`config.mk`:
```
export PLATFORM = sky130hd
export DESIGN_NAME = alu_sequencer_flat
export DESIGN_NICKNAME = d
export VERILOG_FILES = /design/src/rtl/alu_sequencer_if.sv /design/src/rtl/alu_sequencer.sv /design/src/flat_wrapper.sv
export SDC_FILE = /design/constraint.sdc
export NUM_CORES = 1
export LEC_CHECK = 0
export ABC_CLOCK_PERIOD_IN_PS = 9620
export BUFFER_PORTS_ARGS = -buffer_cell sky130_fd_sc_hd__buf_2
export CORE_ASPECT_RATIO = 1.25
export CORE_MARGIN = 1.5
export CORE_UTILIZATION = 43
export DETAILED_ROUTE_END_ITERATION = 10
export MAX_ROUTING_LAYER = met4
export PLACE_DENSITY = 0.56
export SLEW_MARGIN = 30
export SYNTH_ARGS = -nofsm -noshare
export SYNTH_HDL_FRONTEND = slang
export SYNTH_SLANG_ARGS = --single-unit
```
`constraint.sdc`:
```
create_clock -name clk -period 9.62 [get_ports clk]
set_input_delay 2.886 -clock clk [delete_from_list [all_inputs] [get_ports clk]]
set_output_delay 2.886 -clock clk [all_outputs]
set_load 0.01 [all_outputs]
```
`src/rtl/alu_sequencer_if.sv`:
```
// Operator-facing bus of the ALU sequencer: advance button, operand/op inputs, result outputs.
interface alu_sequencer_if #(
    parameter int WIDTH = 16
);
    logic             next;
    logic [2:0]       ms;
    logic [WIDTH-1:0] din;
    logic             done;
    logic [2:0]       cs;
    logic [WIDTH-1:0] alu_out;
    logic             ovf;

    modport master (output next, ms, din, input done, cs, alu_out, ovf);
    modport slave  (input next, ms, din, output done, cs, alu_out, ovf);
endinterface

```
`src/rtl/alu_sequencer.sv`:
```
// Button-stepped ALU: capture opA, opB, op on successive advance edges, then execute.
// Result registered one cycle after op capture; no backpressure, operator paces every step.
module alu_sequencer #(
    parameter int WIDTH = 16
) (
    input  logic           clk,
    input  logic           clear_n,
    alu_sequencer_if.slave bus
);
    localparam logic [2:0] S_A    = 3'b000;
    localparam logic [2:0] S_B    = 3'b001;
    localparam logic [2:0] S_OP   = 3'b010;
    localparam logic [2:0] S_EXEC = 3'b011;
    localparam logic [2:0] S_DONE = 3'b100;

    localparam logic [2:0] OP_ADD = 3'b000;
    localparam logic [2:0] OP_SUB = 3'b001;
    localparam logic [2:0] OP_AND = 3'b010;
    localparam logic [2:0] OP_OR  = 3'b011;
    localparam logic [2:0] OP_XOR = 3'b100;
    localparam logic [2:0] OP_SHL = 3'b101;
    localparam logic [2:0] OP_SHR = 3'b110;

    localparam logic [WIDTH-1:0] W_VAL = WIDTH[WIDTH-1:0];

    logic [2:0]         state_q, state_d;
    logic               next_q;
    logic [WIDTH-1:0]   opa_q, opb_q;
    logic [2:0]         op_q;
    logic [WIDTH-1:0]   alu_out_q, alu_out_d;
    logic               ovf_q, ovf_d;
    logic               adv;
    logic [WIDTH:0]     sum;
    logic [2*WIDTH-1:0] prod;
    logic               shift_oor;

    // next_q resets high so a button held through reset release needs a fresh press
    assign adv = bus.next & ~next_q;

    always_ff @(posedge clk or negedge clear_n) begin
        if (!clear_n) begin
            state_q <= S_A;
        end else begin
            state_q <= state_d;
        end
    end

    always_comb begin
        state_d = state_q;
        case (state_q)
            S_A:     if (adv) state_d = S_B;
            S_B:     if (adv) state_d = S_OP;
            S_OP:    if (adv) state_d = S_EXEC;
            S_EXEC:  state_d = S_DONE;
            S_DONE:  if (adv) state_d = S_A;
            default: state_d = S_A;
        endcase
    end

    always_comb begin
        bus.cs   = state_q;
        bus.done = (state_q == S_DONE);
    end

    always_comb begin
        sum       = {1'b0, opa_q} + {1'b0, opb_q};
        prod      = {{WIDTH{1'b0}}, opa_q} * {{WIDTH{1'b0}}, opb_q};
        shift_oor = (opb_q >= W_VAL);
        alu_out_d = '0;
        ovf_d     = 1'b0;
        case (op_q)
            OP_ADD: begin
                alu_out_d = sum[WIDTH-1:0];
                ovf_d     = sum[WIDTH];
            end
            OP_SUB: begin
                alu_out_d = opa_q - opb_q;
                ovf_d     = (opa_q < opb_q);
            end
            OP_AND: alu_out_d = opa_q & opb_q;
            OP_OR:  alu_out_d = opa_q | opb_q;
            OP_XOR: alu_out_d = opa_q ^ opb_q;
            OP_SHL: begin
                if (shift_oor) ovf_d = 1'b1;
                else           alu_out_d = opa_q << opb_q;
            end
            OP_SHR: begin
                if (shift_oor) ovf_d = 1'b1;
                else           alu_out_d = opa_q >> opb_q;
            end
            default: begin
                alu_out_d = prod[WIDTH-1:0];
                ovf_d     = |prod[2*WIDTH-1:WIDTH];
            end
        endcase
    end

    always_ff @(posedge clk or negedge clear_n) begin
        if (!clear_n) begin
            next_q    <= 1'b1;
            opa_q     <= '0;
            opb_q     <= '0;
            op_q      <= OP_ADD;
            alu_out_q <= '0;
            ovf_q     <= 1'b0;
        end else begin
            next_q <= bus.next;
            if (state_q == S_A && adv)  opa_q <= bus.din;
            if (state_q == S_B && adv)  opb_q <= bus.din;
            if (state_q == S_OP && adv) op_q  <= bus.ms;
            if (state_q == S_EXEC) begin
                alu_out_q <= alu_out_d;
                ovf_q     <= ovf_d;
            end
        end
    end

    assign bus.alu_out = alu_out_q;
    assign bus.ovf     = ovf_q;
endmodule

```
`src/flat_wrapper.sv`:
```
// flat-port wrapper written by rule: the top's interface ports become plain ports
module alu_sequencer_flat 
#(
    parameter int WIDTH = 16
)
  (clk, clear_n, bus_next, bus_ms, bus_din, bus_done, bus_cs, bus_alu_out, bus_ovf);
  alu_sequencer_if #(.WIDTH(WIDTH)) bus_i ();
  input  logic clk;
  input  logic clear_n;
  input wire logic [$bits(bus_i.next)-1:0] bus_next;
  input wire logic [$bits(bus_i.ms)-1:0] bus_ms;
  input wire logic [$bits(bus_i.din)-1:0] bus_din;
  output wire logic [$bits(bus_i.done)-1:0] bus_done;
  output wire logic [$bits(bus_i.cs)-1:0] bus_cs;
  output wire logic [$bits(bus_i.alu_out)-1:0] bus_alu_out;
  output wire logic [$bits(bus_i.ovf)-1:0] bus_ovf;
  assign bus_i.next = bus_next;
  assign bus_i.ms = bus_ms;
  assign bus_i.din = bus_din;
  assign bus_done = bus_i.done;
  assign bus_cs = bus_i.cs;
  assign bus_alu_out = bus_i.alu_out;
  assign bus_ovf = bus_i.ovf;
  alu_sequencer #(.WIDTH(WIDTH)) u_core (.clk(clk), .clear_n(clear_n), .bus(bus_i));
endmodule
```
Word-level counts from Yosys, hierarchy flattened. Cells that the tools add are included.

Register bits after elaboration: 56. Bits of input ports: 22.

Add/sub/neg operators: 2. Multipliers: 1. Magnitude comparators: 2. Eq/ne operators: 14. Shift-type cells: 2. Muxes and demuxes: 10. Bitwise operators: 5. Reductions and logical operators: 9.

Operators with widths (count): case mux 16 bit (7 select lines) (1); multiplier 16 x 16 -> 32 bit (1); two-way mux 16 bit (2); adder 16 x 16 -> 17 bit (1); AND 16 bit (1); >= comparator 16 x 5 -> 1 bit (second input constant) (1); < comparator 16 bit (1); OR 16 bit (1); OR reduction 16 bit (1); left shift 16 x 16 -> 16 bit (1); >> shifter 16 x 16 -> 16 bit (1); subtractor 16 bit (1); XOR 16 bit (1); case mux 3 bit (5 select lines) (1); equality test 3 x 2 -> 1 bit (second input constant) (4); equality test 3 bit (second input constant) (4); two-way mux 3 bit (4); != test 2 x 1 -> 1 bit (second input constant) (4); equality test 3 x 1 -> 1 bit (second input constant) (2); logical NOT 3 bit (2); case mux 1 bit (4 select lines) (1); AND reduction 4 bit (1); logical AND 1 bit (3); OR reduction 3 bit (1); other kinds (4) (4).

Longest topological paths before layout. Gate-level depths: netlist (run 1).

Depth after elaboration: 4. Mapped depth: 26.

Worst setup path before layout (run 1). No wires, ideal clock.

Path type: flip-flop to flip-flop. Start point: reg u_core.opb_q[1]. End point: reg u_core.ovf_q (netlist: u_core.bus.ovf). Library setup time: 0.140 ns. Data arrival time: 6.875 ns. Path slack: 2.605 ns. Stages on the path, launching flop included: 25. Buffers on the path: 4. Clock period less this slack: 7.015 ns. Cells stage by stage: dfrtp_1 -> buf_2 -> clkbuf_1 -> clkbuf_1 -> clkbuf_1 -> nand2_1 -> fa_1 -> fa_1 -> inv_1 -> fa_1 -> inv_1 -> fa_1 -> fa_1 -> fa_1 -> inv_1 -> ha_1 -> nand4_1 -> a211oi_1 -> a21oi_2 -> o211ai_1 -> nand2_1 -> mux2i_1 -> or4_4 -> nor4_2 -> a41oi_1.

Word-level cells in the longest chain between the ends: 3. Elaborated cells between the ends (all ways): 7. Those cells by class: add/sub (1); mul (1); order compare (2); mux (2); reduce/logical (1).

RTL lines: from (decl) (line alu_sequencer.sv:28) `logic [WIDTH-1:0] opa_q, opb_q;`; from (signal assigned) (line alu_sequencer.sv:109) `if (state_q == S_B && adv) opb_q <= bus.din;`; multiplier 16 x 16 -> 32 bit / >= comparator 16 x 5 -> 1 bit (equally long branches) (line alu_sequencer.sv:67, alu_sequencer.sv:68); OR reduction 16 bit / two-way mux 1 bit (equally long branches) (line alu_sequencer.sv:93, alu_sequencer.sv:84, alu_sequencer.sv:88); case mux 1 bit (4 select lines) * (line alu_sequencer.sv:71) `case (op_q)`; to (signal assigned) (line alu_sequencer.sv:113) `ovf_q <= ovf_d;`; to (decl) (line alu_sequencer.sv:31) `logic ovf_q, ovf_d;`.

Mark *: on every way between the ends. The rest lies on a longest branch, timed or not. A chain may end at the register's enable or synchronous reset.

Final worst setup path (run 1).
Start point: reg u_core.opa_q[7]. End point: reg u_core.ovf_q (netlist: u_core.bus.ovf).

Word-level cells in the longest chain between the ends: 3. Elaborated cells between the ends (all ways): 5. Those cells by class: add/sub (1); mul (1); order compare (1); mux (1); reduce/logical (1).

RTL lines: from (decl) (line alu_sequencer.sv:28); from (signal assigned) (line alu_sequencer.sv:108) `if (state_q == S_A && adv) opa_q <= bus.din;`; multiplier 16 x 16 -> 32 bit (line alu_sequencer.sv:67) `prod = {{WIDTH{1'b0}}, opa_q} * {{WIDTH{1'b0}}, opb_q};`; OR reduction 16 bit (line alu_sequencer.sv:93) `ovf_d = |prod[2*WIDTH-1:WIDTH];`; case mux 1 bit (4 select lines) * (line alu_sequencer.sv:71).

Marked as above.

==> metrics.md, run 1 <==
| Metric | Value |
|---|---|
| Vias in the first global route | `about 13000` |
| Die Y | `around 200 microns` |
| Overflow left after global routing | `0` |
| Final setup skew | `0.01377 ns` |
| Hold-critical path endpoint | `u_core.bus.alu_out[4]$_DFFE_PN0P_` |
| CP arrival | `between 7 and 8 ns` |
| DRC violations left | `0` |
| Post-synth EDFFs | `0` |
| Die width | `164.4 microns` |
| Top cell type by total area after synthesis | `fa_1` |
| Max Slew Vio Count | `0` |
| Seq cells post-synth | `56` |
| Worst R2R Path Depth | `19` |
| RSZ-0062 raised after global routing | `no` |
| Mapped Cells | `between 1500 and 2000` |
| Fmax | `138.5 MHz` |
| Post-synth top area share | `between 20% and 30%` |
| Crit Path Max Fanout | `18` |
| Actual slew at the worst max-slew pin | `1.035 ns` |
| Multi-input logic area | `~11000 sq um` |
| R2R Path Start | `u_core.opa_q[7]$_DFFE_PN0P_` |
| Number of hold buffers added after CTS | `0` |
| Synth warnings | `0` |
| Tcrit/Tclk final | `between 70% and 80%` |
| Post-Synth Simple-Gate Area | `between 10% and 20%` |
| CTS tree | `built` |
| Pin count of the biggest net entering global routing | `57` |
| CTS max path bufs | `2` |
| Outcome | `finished clean` |
| Clk_lat worst skew | `approximately 0.34 ns` |
| Post-CTS setup buffer count | `0` |
| Clock transition at path regs | `approximately 0.09 ns` |
| Nets | `a little over 2000` |
| Syn_area_per_cell | `between 8 and 9 sq um` |
| Global Route Usage Sum | `about a third` |
| MaxCap Viol Count | `0` |
| Sequential fraction of the synthesis area | `10.02%` |
| Type of the worst min-delay path | `flop to flop` |
| Core Region | `31970 sq um` |
| CTS buffer count | `5` |
| Top cells by count, synth | `inv_1 (233), nand2_1 (211), fa_1 (196), nor2_1 (177), ha_1 (152)` |
| Via count | `roughly 12000` |
| DR iter-0 viols | `between 800 and 900` |
| Syn Nets | `around 2000` |
| Capture point of the worst reg-to-reg path | `u_core.bus.ovf$_DFFE_PN0P_` |
| Post-Route WL | `50340 microns` |
| Initial Util | `a little over two fifths` |
| Post-synthesis mux area share | `between 5 and 6%` |
| Detail-routed via count per cell | `5.891` |
| Compound-Gate Fraction of Synth Area | `approximately 15%` |
| Die Footprint | `roughly 34000 sq um` |
| Top cells by area, synth | `fa_1 (28%), ha_1 (14%), dfrtp_1 (9.8%), inv_1 (6.2%), nand2_1 (5.7%)` |
| XOR/XNOR Fraction of Synth Area | `about 1.9%` |
| WL/cell | `between 20 and 25 microns` |
| Most used DFF post-synth | `dfrtp_1` |
| Hold path depth | `2` |
| Root Driver | `clkbuf_16` |
| Crit path launch type | `flop` |
| Fraction of layout cells with a size suffix above 1 | `a little under a tenth` |
| Layout area overhead | `5.175%` |
| CTS H-tree depth | `2` |
| Ys async rst share | `100.0%` |
| FF-to-FF setup slack | `2.40 ns` |
| Clock sinks | `56` |
| Worst path required time | `between 9 and 10 ns` |
| Final HPWL DP | `39940 microns` |
| Reg area | `1404 sq um` |
| Largest family of logic cells by synthesized area | `adder cells` |
| Final setup vio count | `0` |
| # IOs | `43` |
| Resize count post-CTS | `0` |
| CP endpoint kind | `flop` |
| Global-route wire length before repair | `about 77000 microns` |
| Ant diodes | `0` |
| Setup Crit Path Kind | `flop to flop` |
| Adder-cell share of the synthesized area | `41.69%` |
| Fin Setup TNS | `0 ns` |
| Minimum clock period | `roughly 7.2 ns` |
| Pre-antenna DRT Iters | `5` |
| I/O Buffers | `42` |
| FILL cells | `between 3000 and 4000` |
| Post-detailed-route count of antenna-violating nets | `0` |
| Hold Vio Cnt, Final | `0` |
| Slew HR | `30.61%` |
| Synth Cell Area | `roughly 14000 sq um` |
| Hold Path Origin | `u_core.bus.alu_out[4]$_DFFE_PN0P_` |
| Count of cell types in the netlist | `80` |
| Most frequent cell after synthesis | `inv_1` |
| Antenna violations before repair | `0` |
| Std cell rows | `73` |
| GP Congestion | `between 1 and 1.5` |
per-layer routing:
| layer | track usage [%] | share of wire [%] | wire [microns] | up-vias |
|---|---|---|---|---|
| li1 | - | - | - | 5502 |
| met3 | 3.240 | 5.1 | 2569 | 116 |
| met4 | 17.41 | 6.3 | 3170 | 0 |
| met1 | 37.52 | 38 | 19330 | 6123 |
| met2 | 53.84 | 50 | 25270 | 441 |
| met5 | - | 0 | 0 | - |
layout by cell type, fill, tap and decap left out, types with 30 or more instances in the layout:
master   count
a21oi_1     82
buf_2       42
buf_4       30
dfrtp_1     54
fa_1       196
ha_1       152
inv_1      233
mux2_2      38
nand2_1    211
nor2_1     177
o21ai_0     69
sequential cells by signal (all words and copies together) (netlist names):
| signal | cells |
|---|---|
| u_core.opa_q | 16 |
| u_core.bus.ovf | 1 |
| u_core.next_q | 1 |
| u_core.opb_q | 16 |
| u_core.op_q | 3 |
| u_core.bus.cs | 3 |
| u_core.bus.alu_out | 16 |
how the worst max path moves through the flow:
stage | to | start | slack [ns] | depth (start not counted)
after global routing | u_core.bus.ovf$_DFFE_PN0P_ | u_core.opa_q[7]$_DFFE_PN0P_ | 2.18 | 19
after global placement | u_core.bus.ovf$_DFFE_PN0P_ | u_core.opa_q[7]$_DFFE_PN0P_ | 2.55 | 19
after floorplan | u_core.bus.ovf$_DFFE_PN0P_ | u_core.opb_q[1]$_DFFE_PN0P_ | 2.61 | 24
final | u_core.bus.ovf$_DFFE_PN0P_ | u_core.opa_q[7]$_DFFE_PN0P_ | 2.40 | 19
after CTS | u_core.bus.ovf$_DFFE_PN0P_ | u_core.opa_q[7]$_DFFE_PN0P_ | 2.50 | 19
after detailed placement | u_core.bus.ovf$_DFFE_PN0P_ | u_core.opa_q[7]$_DFFE_PN0P_ | 2.50 | 19
critical path: stages (launching register included):
cell and delay (ns):
dfrtp_1 0.99, ha_1 0.35, inv_1 0.19, fa_1 0.61, fa_1 0.47, fa_1 0.57, fa_1 0.45, fa_1 0.49
fa_1 0.49, inv_1 0.04, ha_1 0.42, nand4_1 0.18, a211oi_1 0.31, a21oi_2 0.16, o211ai_1 0.26, nand2_1 0.13
mux2i_1 0.14, or4_4 0.53, nor4_2 0.16, a41oi_1 0.15
cell type report:
type | instances | area share (%)
Multi-Input combinational cell | 1278 | 76.79
Sequential cell | 56 | 9.535
Inverter | 242 | 6.170
Tap cell | 412 | 3.501
Timing Repair Buffer | 72 | 2.957
Clock buffer | 5 | 0.8498
Clock inverter | 3 | 0.1955
cells by family (layout without fill, tap and decap cells):
group	after synthesis	in the layout
AND/OR/NAND/NOR	507	507
adder cells (fa/ha/maj)	349	349
buffers and inverters	335	322
AO/OA/AOI/OAI	322	322
multiplexers	70	70
flip-flops	56	56
XOR/XNOR	30	30
stage by stage:
stage	instance area (sq um)	utilization [%]	instances	worst slack (ns)	hold WS [ns]
global route	14720	46.05	2068	2.177	0.5125
CTS	14720	46.05	2068	2.497	0.4863
floorplan	14000	-	1669	2.605	0.5162
global placement	14560	45.56	2060	2.555	0.4609
detailed placement	14570	45.57	2060	2.495	0.4681
finish	14720	46.05	2068	2.400	0.4790
Power of run 1 is not shown: default switching activity piles up to over one toggle a cycle in this logic, so the estimate is an artifact.
==> run 2: changes to the inputs <==
--- a/config.mk
+++ b/config.mk
@@ -5,7 +5,7 @@
 export SDC_FILE = /design/constraint.sdc
 export NUM_CORES = 1
 export LEC_CHECK = 0
-export ABC_CLOCK_PERIOD_IN_PS = 9620
+export ABC_CLOCK_PERIOD_IN_PS = 6900
 export BUFFER_PORTS_ARGS = -buffer_cell sky130_fd_sc_hd__buf_2
 export CORE_ASPECT_RATIO = 1.25
 export CORE_MARGIN = 1.5
==> constraint.sdc (replaced) <==
create_clock -name clk -period 6.9 [get_ports clk]
set_input_delay 2.07 -clock clk [delete_from_list [all_inputs] [get_ports clk]]
set_output_delay 2.07 -clock clk [all_outputs]
set_load 0.01 [all_outputs]
==> run 2 against run 1 <==
Design area rose by 2.5%. Die area did not move. Core utilization rose by 1.2 points. Global-route usage rose by 0.39 points. First-iteration DRC count rose by 5.0%. Flip-flop and latch count did not move. Register-to-register slack got worse by 2.1 ns. Worst hold slack got worse by 0.0053 ns. Critical path type unchanged.
==> metrics.md, run 2 (synthesized netlist as in run 1, its figures left out) <==
| Metric | Value |
|---|---|
| Outcome | `finished clean` |
| Std cell rows | `73` |
| Tcrit/Tclk final | `95.88%` |
| CP endpoint kind | `flop` |
| R2R Path Start | `u_core.opb_q[7]$_DFFE_PN0P_` |
| Max Slew Vio Count | `0` |
| Critical path startpoint | `u_core.opb_q[7]$_DFFE_PN0P_` |
| CP max stage delay | `about 0.59 ns` |
| CTS buffer count | `5` |
| Worst path slowest cell | `fa_1` |
| Most common cell after layout, fill and taps aside | `inv_1` |
| Fraction of layout cells with a size suffix above 1 | `12.71%` |
| Actual slew at the worst max-slew pin | `~1 ns` |
| Post-Route WL | `50880 microns` |
| Die Footprint | `33650 sq um` |
| Overflow left after global routing | `0` |
| Antenna violations before repair | `0` |
| Crit Path Max Fanout | `6` |
| Post-detailed-route count of antenna-violating nets | `0` |
| DRC violations left | `0` |
| GP Congestion | `0.9751` |
| Hold Path Origin | `u_core.bus.alu_out[3]$_DFFE_PN0P_` |
| Die width | `between 150 and 200 microns` |
| Die Y | `approximately 200 microns` |
| Fin Setup TNS | `0 ns` |
| CTS tree | `built` |
| WL/cell | `between 20 and 25 microns` |
| RSZ-0062 raised after global routing | `no` |
| Capture point of the worst reg-to-reg path | `u_core.bus.ovf$_DFFE_PN0P_` |
| Global Route Usage Sum | `between 30% and 40%` |
| Clock sinks | `56` |
| Hold path depth | `1` |
| Commonest cells after routing, fill and taps aside | `inv_1 (232), nand2_1 (211), fa_1 (196)` |
| Clock transition at path regs | `0.09 ns` |
| Root Driver | `clkbuf_16` |
| Global-route wire length before repair | `about 78000 microns` |
| CTS H-tree depth | `2` |
| DR iter-0 viols | `approximately 940` |
| Vias in the first global route | `12900` |
| Most used cell, CP | `fa_1` |
| Slew HR | `33.28%` |
| Core Region | `31970 sq um` |
| Ant diodes | `0` |
| # IOs | `43` |
| Layout area overhead | `7.839%` |
| Final HPWL DP | `41490 microns` |
| Hold-critical path endpoint | `u_core.bus.alu_out[3]$_DFFE_PN0P_` |
| I/O Buffers | `42` |
| Number of hold buffers added after CTS | `0` |
| MaxCap Viol Count | `0` |
| Final setup vio count | `0` |
| CP arrival | `6.82 ns` |
| Pin count of the biggest net entering global routing | `57` |
| Clk_lat worst skew | `0.33 ns` |
| Worst R2R Path Depth | `19` |
| Crit path launch type | `flop` |
| Setup Crit Path Kind | `flop to flop` |
| Hold Vio Cnt, Final | `0` |
| Nets | `just over 2000` |
| Minimum clock period | `between 6 and 7 ns` |
| Via count | `between 10000 and 15000` |
| Final setup skew | `~0.014 ns` |
| Worst path required time | `a little over 7 ns` |
| Type of the worst min-delay path | `flop to flop` |
| Initial Util | `43.79%` |
| CTS max path bufs | `2` |
| Detail-routed via count per cell | `slightly below 6` |
| Critical-path cell list | `ha_1 > inv_1 > fa_1 > fa_1 > fa_1 > fa_1 > fa_1 > fa_1 > inv_1 > ha_1 > nand4_1 > a211oi_1 > a21oi_2 > o211ai_1 > nand2_1 > mux2i_1 > or4_4 > nor4_2 > a41oi_1` |
| FF-to-FF setup slack | `roughly 0.28 ns` |
| Fmax | `roughly 150 MHz` |
| Pre-antenna DRT Iters | `5` |
==> run 2: cell types whose count changed in the layout (fill, tap and decap cells not counted), sizes merged <==
cell,before,now
buf,72,116
clkinv,4,3
clkinvlp,0,2
inv,241,240
==> run 2: worst max-delay path by stage <==
stage | cells after the start | to | slack [ns]
CTS | 20 | u_core.bus.ovf$_DFFE_PN0P_ | 0.11
global placement | 21 | u_core.bus.ovf$_DFFE_PN0P_ | 0.14
global route | 21 | u_core.bus.ovf$_DFFE_PN0P_ | 0.02
finish | 19 | u_core.bus.ovf$_DFFE_PN0P_ | 0.28
floorplan | 24 | u_core.bus.ovf$_DFFE_PN0P_ | 0.06
detailed placement | 20 | u_core.bus.ovf$_DFFE_PN0P_ | 0.14
==> run 2: what timing repair did <==
action | CTS | global route
resized for setup | 0 | 18
setup endpoints to repair | 0 | 1
setup buffers | 0 | 4
==> run 2: worst max-delay path, delay by kind of cell (launching register included) <==
family | cells | cell delay [ns]
AND/OR/NAND/NOR | 4 | 0.99
adder cells (fa/ha/maj) | 8 | 3.74
buffers and inverters | 2 | 0.22
multiplexers | 1 | 0.14
flip-flops | 1 | 0.49
AO/OA/AOI/OAI | 4 | 0.90
==> run 2: per-layer routing <==
layer	GRT usage, %	share of wire, %	up-vias
met5	-	0	-
met4	18.85	6.7	0
met3	3.685	4.9	153
met2	53.77	49	496
met1	37.83	39	6328
li1	-	-	5603
==> run 2: area by class of cell <==
class	instances	area [sq um]
clock buffer	5	125.1
clock inverter	3	28.78
fill	3214	16870
inverter	242	918.4
multi-input combinational	1278	11310
sequential	56	1420
tap	412	515.5
timing repair buffer	116	778.2
==> run 2: through the flow <==
step	instance area [sq um]	cells	setup slack, ns	hold slack [ns]	utilization, %
after global routing	15100	2112	0.02093	0.5107	47.22
after floorplan	14000	1669	0.05959	0.5162	-
final	15100	2112	0.2841	0.4737	47.22
after CTS	15040	2108	0.1104	0.4795	47.04
after detailed placement	14880	2100	0.1414	0.4613	46.56
after global placement	14880	2100	0.1434	0.4561	46.54
Power of run 2 is left out for the same reason.
==> run 3: changes to the inputs <==
--- a/config.mk
+++ b/config.mk
@@ -8,7 +8,6 @@
 export ABC_CLOCK_PERIOD_IN_PS = 6900
 export BUFFER_PORTS_ARGS = -buffer_cell sky130_fd_sc_hd__buf_2
 export CORE_ASPECT_RATIO = 1.25
-export CORE_MARGIN = 1.5
 export CORE_UTILIZATION = 43
 export DETAILED_ROUTE_END_ITERATION = 10
 export MAX_ROUTING_LAYER = met4
==> run 3 against run 2 <==
Worst hold slack better by 0.015 ns. Die area is 1.1% lower. Sequential share of layout area hardly changed. Via count is 0.56% lower. Clock skew is 0.0018 ns lower. Register-to-register slack hardly changed. Cell count is 0.28% lower. Non-clock buffer count is 6 lower. First-iteration DRC count is 6.5% higher. Design area is 0.41% lower. Maximum frequency is 0.14% higher. Flip-flop and latch count stayed put. Critical path type unchanged.
==> metrics.md, run 3 (synthesized netlist as in run 1, its figures left out) <==
| Metric | Value |
|---|---|
| Antenna violations before repair | `1` |
| Global-route wire length before repair | `roughly 80000 microns` |
| Post-CTS setup buffer count | `0` |
| Root Driver | `clkbuf_16` |
| Worst path slowest cell | `fa_1` |
| # IOs | `43` |
| DR iter-0 viols | `1003` |
| Most common cell after layout, fill and taps aside | `inv_1` |
| Fraction of layout cells with a size suffix above 1 | `11.98%` |
| Type of the worst min-delay path | `flop to flop` |
| Via count | `around 13000` |
| Global Route Usage Sum | `approximately a third` |
| Max Slew Vio Count | `0` |
| Post-detailed-route count of antenna-violating nets | `0` |
| Most used cell, CP | `fa_1` |
| CTS max path bufs | `2` |
| Commonest cells after routing, fill and taps aside | `inv_1 (233), nand2_1 (211), fa_1 (196)` |
| Vias in the first global route | `between 10000 and 15000` |
| Design area | `15030 sq um` |
| Number of hold buffers added after CTS | `0` |
| Outcome | `finished clean` |
| CP endpoint kind | `flop` |
| MaxCap Viol Count | `0` |
| Slew HR | `a little under a third` |
| DRC violations left | `0` |
| Core Region | `~32000 sq um` |
| Worst path depth | `20` |
| Initial Util | `43.79%` |
| Fin Setup TNS | `0 ns` |
| Clk_lat worst skew | `between 0.3 and 0.4 ns` |
| Overflow left after global routing | `0` |
| GP Congestion | `about 1` |
| CTS H-tree depth | `2` |
| Nets | `~2100` |
| Worst R2R Path Depth | `20` |
| Tcrit/Tclk final | `between 90 and 100%` |
| Final setup vio count | `0` |
| Met3 routed wirelength | `between 2000 and 2500 microns` |
| Pin count of the biggest net entering global routing | `57` |
| Final setup skew | `0.01242 ns` |
| Minimum clock period | `between 6 and 7 ns` |
| Fmax | `around 150 MHz` |
| WL/cell | `about 25 microns` |
| CTS tree | `built` |
| Layout area overhead | `7.401%` |
| Critical-path cell list | `inv_1 > nor2_1 > fa_1 > inv_1 > fa_1 > fa_1 > fa_1 > fa_1 > inv_1 > fa_1 > ha_1 > o21ai_0 > o21ai_0 > o311ai_0 > o21ai_0 > o22ai_1 > o31a_1 > or4_4 > nor4_2 > a41oi_1` |
| Hold path depth | `2` |
| Ant diodes | `0` |
| Crit path launch type | `flop` |
| Crit path max-delay family | `adder cells` |
| CTS buffer count | `5` |
| Clock transition at path regs | `0.10 ns` |
| Buf/Inv on CP | `3` |
| Die Footprint | `33280 sq um` |
| CP max stage delay | `roughly 0.59 ns` |
| Die width | `163.4 microns` |
| Crit Path Max Fanout | `12` |
| Detail-routed via count per cell | `5.940` |
| Post-Route WL | `52230 microns` |
| Pre-antenna DRT Iters | `5` |
| Top layer in use | `met4` |
| CP arrival | `6.82 ns` |
| Die Y | `203.7 microns` |
| Setup Crit Path Kind | `flop to flop` |
| Placed Area | `14850 sq um` |
| RSZ-0062 raised after global routing | `no` |
| I/O Buffers | `42` |
| Final HPWL DP | `roughly 42000 microns` |
| Std cell rows | `73` |
| Worst path required time | `between 7 and 8 ns` |
| Met1 wire length | `20440 microns` |
| Resize count post-CTS | `0` |
| Met2 Wirelength | `around 26000 microns` |
| Actual slew at the worst max-slew pin | `1.037 ns` |
| Hold Vio Cnt, Final | `0` |
| Clock sinks | `56` |
==> run 3: changes by cell type in the layout (fill, tap and decap cells not counted), sizes merged <==
cell      previous run  this run
clkinv               3         4
buf                116       110
clkinvlp             2         0
inv                240       241
==> run 3: path summary, 6_finish.rpt <==
check                                                         from                                 end  slack (ns)
worst min register to register  u_core.bus.alu_out[10]$_DFFE_PN0P_  u_core.bus.alu_out[10]$_DFFE_PN0P_        0.49
worst min-delay path            u_core.bus.alu_out[10]$_DFFE_PN0P_  u_core.bus.alu_out[10]$_DFFE_PN0P_        0.49
worst max-delay path                  u_core.opa_q[10]$_DFFE_PN0P_          u_core.bus.ovf$_DFFE_PN0P_        0.29
worst max register to register        u_core.opa_q[10]$_DFFE_PN0P_          u_core.bus.ovf$_DFFE_PN0P_        0.29
max in group asynchronous                                  clear_n         u_core.opa_q[6]$_DFFE_PN0P_        4.38
min in group asynchronous                                  clear_n  u_core.bus.alu_out[11]$_DFFE_PN0P_        1.88
==> run 3: worst reg2reg max path, stage by stage, from the launching register on <==
cell and delay [ns]:
dfrtp_2 0.55, inv_1 0.28, nor2_1 0.12, fa_1 0.59, inv_1 0.09, fa_1 0.49, fa_1 0.47, fa_1 0.51
fa_1 0.56, inv_1 0.06, fa_1 0.52, ha_1 0.41, o21ai_0 0.15, o21ai_0 0.15, o311ai_0 0.20, o21ai_0 0.30
o22ai_1 0.13, o31a_1 0.12, or4_4 0.48, nor4_2 0.17, a41oi_1 0.14
==> run 3: layout make-up <==
type                            count  area, sq um
Sequential cell                    56         1413
Inverter                          242        910.9
Multi-Input combinational cell   1278        11320
Clock inverter                      3        28.78
Clock buffer                        5        125.1
Fill cell                        3237        16930
Timing Repair Buffer              110        724.4
Tap cell                          412        515.5
==> run 3: metal layers <==
| layer | track usage (%) | up-vias |
|---|---|---|
| met5 | - | - |
| met4 | 20.19 | 0 |
| met3 | 2.583 | 144 |
| met2 | 55.25 | 467 |
| met1 | 39.97 | 6312 |
| li1 | - | 5587 |
==> run 3: metrics by stage <==
step / hold WS (ns) / worst slack, ns / utilization (%) / instances
2_1_floorplan: 0.5162 / 0.05959 / - / 1669
3_3_place_gp: 0.4572 / 0.2217 / 46.43 / 2097
3_5_place_dp: 0.4678 / 0.1384 / 46.45 / 2097
4_1_cts: 0.4894 / 0.1031 / 46.93 / 2105
5_1_grt: 0.5177 / 0.01273 / 47.03 / 2106
6_report: 0.4883 / 0.2931 / 47.03 / 2106
Power of run 3 is left out for the same reason.
